**src/rtl/elastic_pipe.sv**
```systemverilog
// rtl/elastic_pipe.sv - DEPTH-stage registered pipeline with valid/ready, flush and occupancy count
// Each stage loads from upstream whenever it is empty or its own word is moving on.
module elastic_pipe #(
    parameter  int DATA_W = 4,
    parameter  int DEPTH  = 2,
    localparam int CNT_W  = $clog2(DEPTH + 1)
) (
    input  logic              clk,
    input  logic              rst_n,
    input  logic              in_valid,
    input  logic [DATA_W-1:0] in_data,
    output logic              in_ready,
    output logic              out_valid,
    output logic [DATA_W-1:0] out_data,
    input  logic              out_ready,
    input  logic              flush,
    output logic [CNT_W-1:0]  count
);

    logic [DEPTH-1:0]             v_q, v_d;
    logic [DEPTH-1:0][DATA_W-1:0] d_q, d_d;
    logic [DEPTH-1:0]             r;
    logic [DEPTH-1:0]             src_v;
    logic [DEPTH-1:0][DATA_W-1:0] src_d;
    logic                         hole;

    // Ready ripples from the output: a stage can load if any stage at or after it frees up.
    always_comb begin
        hole = out_ready;
        r    = '0;
        for (int k = DEPTH - 1; k >= 0; k--) begin
            hole = hole | ~v_q[k];
            r[k] = hole;
        end
    end

    always_comb begin
        src_v    = '0;
        src_d    = '0;
        src_v[0] = in_valid;
        src_d[0] = in_data;
        for (int k = 1; k < DEPTH; k++) begin
            src_v[k] = v_q[k-1];
            src_d[k] = d_q[k-1];
        end
    end

    always_comb begin
        v_d = v_q;
        d_d = d_q;
        for (int k = 0; k < DEPTH; k++) begin
            if (r[k]) begin
                v_d[k] = src_v[k];
                if (src_v[k]) begin
                    d_d[k] = src_d[k];
                end
            end
        end
        // Flush drops every word but leaves the data registers untouched.
        if (flush) begin
            v_d = '0;
            d_d = d_q;
        end
    end

    always_ff @(posedge clk or negedge rst_n) begin
        if (!rst_n) begin
            v_q <= '0;
            d_q <= '0;
        end else begin
            v_q <= v_d;
            d_q <= d_d;
        end
    end

    always_comb begin
        count = '0;
        for (int k = 0; k < DEPTH; k++) begin
            count = count + CNT_W'(v_q[k]);
        end
    end

    assign in_ready  = r[0] & ~flush;
    assign out_valid = v_q[DEPTH-1] & ~flush;
    assign out_data  = d_q[DEPTH-1];

endmodule
```
**config.mk**
```make
export PLATFORM = sky130hd
export DESIGN_NAME = elastic_pipe
export DESIGN_NICKNAME = d
export VERILOG_FILES = /design/src/rtl/elastic_pipe.sv
export SDC_FILE = /design/constraint.sdc
export NUM_CORES = 1
export LEC_CHECK = 0
export CORE_AREA = 3 3 40 42
export CTS_CLUSTER_SIZE = 16
export DETAILED_ROUTE_END_ITERATION = 8
export DIE_AREA = 0 0 43 45
export PLACE_DENSITY = 0.65
export SLEW_MARGIN = 15
export SYNTH_ARGS = -nofsm -noshare
export SYNTH_HDL_FRONTEND = slang
export SYNTH_SLANG_ARGS = --single-unit
```
**constraint.sdc**
```tcl
create_clock -name clk -period 4.15 [get_ports clk]
set_input_delay 1.0375 -clock clk [delete_from_list [all_inputs] [get_ports clk]]
set_output_delay 1.0375 -clock clk [all_outputs]
set_load 0.02 [all_outputs]
```
# Yosys cells after proc, flatten, opt, wreduce, memory -nomap -nowiden
# Index checks and enable logic that the tools add are counted.
# W data, S select, Z words.
totals:
  reg_bits: 10
  inputBits: 9
  output_inout_bits: 8
  wordCells: 19
classes:
  n_addsub: 1
  mux: 3
  bitwise_logic: 7
  n_reduce_logical: 4
ops:
  columns: ["op", "count"]
  rows:
  - ["$reduce_and A3 Y1", 2]
  - ["$reduce_bool A2 Y1", 2]
  - ["$not A1 Y1", 3]
  - ["$add A1 B1 Y2", 1]
  - ["$and A1 B1 Y1", 2]
  - ["$mux W1", 2]
  - ["$mux W2", 1]
  - ["$or A1 B1 Y1", 2]

# Logic depth before layout (Yosys ltp)
# Gate-level depths: netlist of the first run.
depth:
  word_depth: 5
  ltp_mapped: 3
  depth_no_buf: 3

# Worst setup path after synthesis of the first run
# No wires, ideal clock.
synth_timing:
  path_type: "input to output"
  start: "input port out_ready"
  end: "output port in_ready"
  arrival_time_ps: 1502
  path_slack_ps: 1611
  path_stages: 2
  path_buffers: 0
  path_cell_list: "and3b_1 -> nor2_1"
synth_between:
  elab_chain_len: 3
synth_lines:
  columns: ["element", "line", "text"]
  rows:
  - ["from (decl)", "15", "input logic out_ready,"]
  - ["$or A1 B1 Y1 (2 in series)", "32", "hole = hole | ~v_q[k];"]
  - ["$and A1 B1 Y1", "83", "assign in_ready = r[0] & ~flush;"]
  - ["to (decl)", "12", "output logic in_ready,"]
# Every way passes these cells.

# Final worst setup path of the first run
# Ends and elaborated chain as after synthesis.

==> run summary, run 1 <==
status = finished, final reports clean
worst slew pin tran = 0.438 ns
via count = 290
worst reg2reg path depth = 3
placed cell area = 612 sq um
clk slew on worst S/H paths = 0.07 ns
Remaining DRCs = 0
ant diodes = 0
FF-to-FF setup slack = 2.68 ns
clk buf depth = 2
Net count, final = 60
GRT Resource Usage Total = 10.7%
Final Non-Filler Cells = 64
Crit Reg-Reg Endpoint = d_q[2]
f_max = 289 MHz
setup violators final = 0
unrepaired setup endpoints after global routing = false
die height = 45 um
Hold Path Stages = 1
post-synth net total = 43
Rows = 13
worst r2r src = v_q[0]
Pwr Total = 0.298 mW
min-delay src = out_data[3]
Starting Density = 36.0%
syn_area_per_cell = 14.0 sq um
largest net degree at the start of global routing = 11
arrival time at the worst endpoint = 2.42 ns
CTS H-tree lvls = 1
Skew-Pair Late Insertion Delay = 0.26 ns
min cycle time layout = 3.46 ns
Startpoint Class = primary input
vias in the first global route = 334
hold path endpoint = out_data[3]
Min-Delay Path Class = flip-flop to flip-flop
Max Slew Vio Count = 0
Worst slew margin = 70.7%
clock sink count = 10
mapped cell area = 463 sq um
Crit. End Element = output pin
Final Hold Fails = 0
Remaining Overflow, GRT = 0
P&R area growth vs syn = 40.0%
total wire length = 845 um
via density per instance = 4.53
placed cells = 60
biggest fanout along the worst timing path = 3
kind of critical path = primary input to output pin
Required @ worst endpoint = 3.11 ns
share of cells above drive strength 1 = 28.6%
CTS tree = yes
Pwr Density = 460 mW/mm^2
antenna-violating nets left = 0
Leak = 0.296 nW
register area share after synthesis = 54.1%
commonest non-fill, non-tap cells in the layout = clkdlybuf4s50_1 (16), dfrtp_1 (10), nor2_1 (5)
cts repair resizes = 0
Synth cell types = 11
TritonCTS Buffers = 3
WHS = 0.507 ns
synth warn = 0
initial antenna violation count = 0
core area = 0.00128 sq mm
PortBufs = 16
hpwl dp = 676 um
synthesized flop and latch total = 10
GPL Wtd Cong = 0.683
Final Skew = 0.00178 ns
Post-CTS Hold Fix Bufs = 0
commonest non-fill, non-tap cell in the layout = clkdlybuf4s50_1
first-pass GRT wire length = 1460 um
Die Width = 43 um
clock root cell = clkbuf_4
drt first pass iters = 1
peak supply drop = 0.000216 V
Post-CTS Setup Repair Bufs = 0
Max Cap Viol = 0
final period utilization = 83.4%
wire length per cell = 13.2 um
Post-Syn Instances = 33
final instance area = 648 sq um
DIE AREA = 0.00194 sq mm
Top Ports = 17
setup TNS = 0 ns
DR iter-0 viols = 0
[through the flow]
step                      worst slack [ns]  utilization [%]
after CTS                            0.679             50.4
after floorplan                       1.61                -
after global routing                 0.589             50.4
after global placement               0.728             47.6
after detailed placement             0.678             47.6
final                                0.689             50.4
[where the power goes]
part	switching, mW	leakage, nW	internal [mW]
logic	0.0341	0.154	0.0497
clock network	0.0356	0.0210	0.0532
registers	0.00970	0.121	0.116
[worst max-delay path by stage]
stage	from	to	slack, ns	depth (start not counted)
floorplan	out_ready	in_ready	1.61	2
global placement	out_ready	in_ready	0.73	4
detailed placement	out_ready	in_ready	0.68	4
CTS	out_ready	in_ready	0.68	4
global route	out_ready	in_ready	0.59	4
finish	out_ready	in_ready	0.69	4
[worst max-delay path, cell delays in order]
cell	delay, ns
clkdlybuf4s50_1	0.48
and3b_1	0.21
nor2_1	0.09
clkdlybuf4s50_1	0.61
[registers in the layout, summed over array words and instances (netlist names)]
| register | cells |
|---|---|
| out_data | 4 |
| d_q | 4 |
| v_q | 2 |
[layout make-up]
cell class / count / area (sq um)
fillers: 109 / 637
flip-flops and latches: 10 / 250
multi-input cells: 19 / 183
repair buffers: 16 / 160
clock buffers: 4 / 36.3
well taps: 15 / 18.8
[Yosys cell counts]
master   count  area [sq um]
nor2b_1      1          6.26
ha_1         1          12.5
nor2_1       5          18.8
nor3b_2      1          12.5
and2b_1      1          7.51
mux2_4       4          60.1
or3b_4       1          11.3
dfrtp_1     10           250
and3b_1      1          8.76
buf_4        4          30.0
mux2_2       4          45.0
[cell families after synthesis]
logic type | count (synthesis) | share of synthesized area [%]
fa+ha+maj | 1 | 2.70
buf+inv | 4 | 6.49
simple gates | 10 | 14.1
flops | 10 | 54.1
mux | 8 | 22.7
[routing by layer]
layer	vias to the layer above	part of all wire (%)	GRT usage, %
li1	139	-	-
met5	-	0	0
met2	7	52	18.6
met1	144	43	11.5
met4	0	0	7.23
met3	0	4.3	2.79
Power figures use the tool's default switching activity.
==> inputs of run 2 (changes only) <==
--- a/config.mk
+++ b/config.mk
@@ -9,7 +9,7 @@
 export CTS_CLUSTER_SIZE = 16
 export DETAILED_ROUTE_END_ITERATION = 8
 export DIE_AREA = 0 0 43 45
-export PLACE_DENSITY = 0.65
+export PLACE_DENSITY = 0.68
 export SLEW_MARGIN = 15
 export SYNTH_ARGS = -nofsm -noshare
 export SYNTH_HDL_FRONTEND = slang
==> constraint.sdc (replaced) <==
create_clock -name clk -period 2.9 [get_ports clk]
set_input_delay 0.725 -clock clk [delete_from_list [all_inputs] [get_ports clk]]
set_output_delay 0.725 -clock clk [all_outputs]
set_load 0.02 [all_outputs]
==> run summary, run 2 (synthesis results as in run 1) <==
Post-CTS Hold Fix Bufs = 0
Leak = 0.296 nW
Die Width = 43 um
min-delay src = out_data[1]
DR iter-0 viols = 2
placed cells = 60
total wire length = 781 um
Remaining DRCs = 0
Max Cap Viol = 0
kind of critical path = primary input to output pin
Final Skew = 0.00562 ns
Startpoint Class = primary input
placed cell area = 612 sq um
Setup Slack @ Placement = 0.0611 ns
Worst slew margin = 70.9%
GRT busiest layer = met2
P&R area growth vs syn = 40.0%
antenna-violating nets left = 0
commonest non-fill, non-tap cell in the layout = clkdlybuf4s50_1
GRT Resource Usage Total = 9.87%
status = finished, final reports clean
met1 Use GR = 9.27%
f_max = 354 MHz
Pwr Total = 0.425 mW
unrepaired setup endpoints after global routing = false
Clock power frac = 29.0%
Min-Delay Path Class = flip-flop to flip-flop
CTS tree = yes
M3 GR Usage = 3.98%
met2 Use GR = 15.6%
Top Ports = 17
clock sink count = 10
Post-CTS Setup Repair Bufs = 0
worst slew pin tran = 0.435 ns
DIE AREA = 0.00194 sq mm
Sw Share = 26.1%
clock root cell = clkbuf_4
clk slew on worst S/H paths = 0.06 ns
wire length per cell = 12.2 um
core area = 0.00128 sq mm
Starting Density = 36.0%
drt first pass iters = 2
Switch Pwr = 0.111 mW
Final Hold Fails = 0
WHS = 0.505 ns
die height = 45 um
Core Util, Final = 50.4%
Worst Setup SP = out_ready
setup violators final = 0
final instance area = 648 sq um
Net count, final = 60
ant diodes = 0
cts repair resizes = 0
first-pass GRT wire length = 1260 um
TritonCTS Buffers = 3
Max Slew Vio Count = 0
min cycle time layout = 2.83 ns
Hold Path Stages = 1
worst r2r src = v_q[0]
final setup margin = 0.0745 ns
peak supply drop = 0.000279 V
Final Non-Filler Cells = 64
commonest non-fill, non-tap cells in the layout = clkdlybuf4s50_1 (16), dfrtp_1 (10), nor2_1 (5)
Fillers = 108
internal power = 0.314 mW
largest net degree at the start of global routing = 11
clk buf depth = 2
arrival time at the worst endpoint = 2.10 ns
vias in the first global route = 287
Required @ worst endpoint = 2.17 ns
GPL Wtd Cong = 0.695
Pwr Density = 656 mW/mm^2
via density per instance = 4.78
final period utilization = 97.4%
Skew-Pair Late Insertion Delay = 0.27 ns
via count = 306
share of cells above drive strength 1 = 28.6%
PortBufs = 16
Remaining Overflow, GRT = 0
initial antenna violation count = 0
Rows = 13
sequential share of power = 42.7%
biggest fanout along the worst timing path = 3
setup TNS = 0 ns
worst reg2reg path depth = 3
FF-to-FF setup slack = 1.43 ns
CTS H-tree lvls = 1
Crit. End Element = output pin
logic gate share of total power = 28.3%
run 2: worst paths after layout:
kind / to
setup / recovery: in_ready
hold / removal: out_data[1]
setup reg to reg: d_q[1]
hold reg to reg: out_data[1]
max in group asynchronous: out_data[2]
min in group asynchronous: v_q[1]
run 2: power groups by stage:
| stage | logic (mW) | clock network (mW) | registers (mW) |
|---|---|---|---|
| after floorplan | 0.0886 | 0 | 0.179 |
| after global placement | 0.119 | 0 | 0.182 |
| after detailed placement | 0.122 | 0 | 0.185 |
| after CTS | 0.122 | 0.129 | 0.182 |
| after global routing | 0.127 | 0.137 | 0.184 |
| final | 0.120 | 0.123 | 0.182 |
run 2: final cells by class:
type | instances | area [sq um] | share of cell area (%)
tap | 15 | 18.8 | 2.90
multi-input combinational | 19 | 183 | 28.2
timing repair buffer | 16 | 160 | 24.7
clock buffer | 4 | 36.3 | 5.60
sequential | 10 | 250 | 38.6
run 2: worst max-delay path, cell delays in order:
cell and delay [ns]:
clkdlybuf4s50_1 0.47, and3b_1 0.20, nor2_1 0.09, clkdlybuf4s50_1 0.61
run 2: routing by layer:
| layer | wire length [um] | vias to the layer above |
|---|---|---|
| met5 | 0 | - |
| met4 | 33 | 0 |
| li1 | - | 142 |
| met1 | 276 | 148 |
| met2 | 405 | 11 |
| met3 | 66 | 5 |
==> inputs of run 3 (changes only) <==
--- a/config.mk
+++ b/config.mk
@@ -5,6 +5,7 @@
 export SDC_FILE = /design/constraint.sdc
 export NUM_CORES = 1
 export LEC_CHECK = 0
+export CAP_MARGIN = 10
 export CORE_AREA = 3 3 40 42
 export CTS_CLUSTER_SIZE = 16
 export DETAILED_ROUTE_END_ITERATION = 8
==> results of run 3 <==
No change in the layout: final DEF, timing and power equal those of run 2.
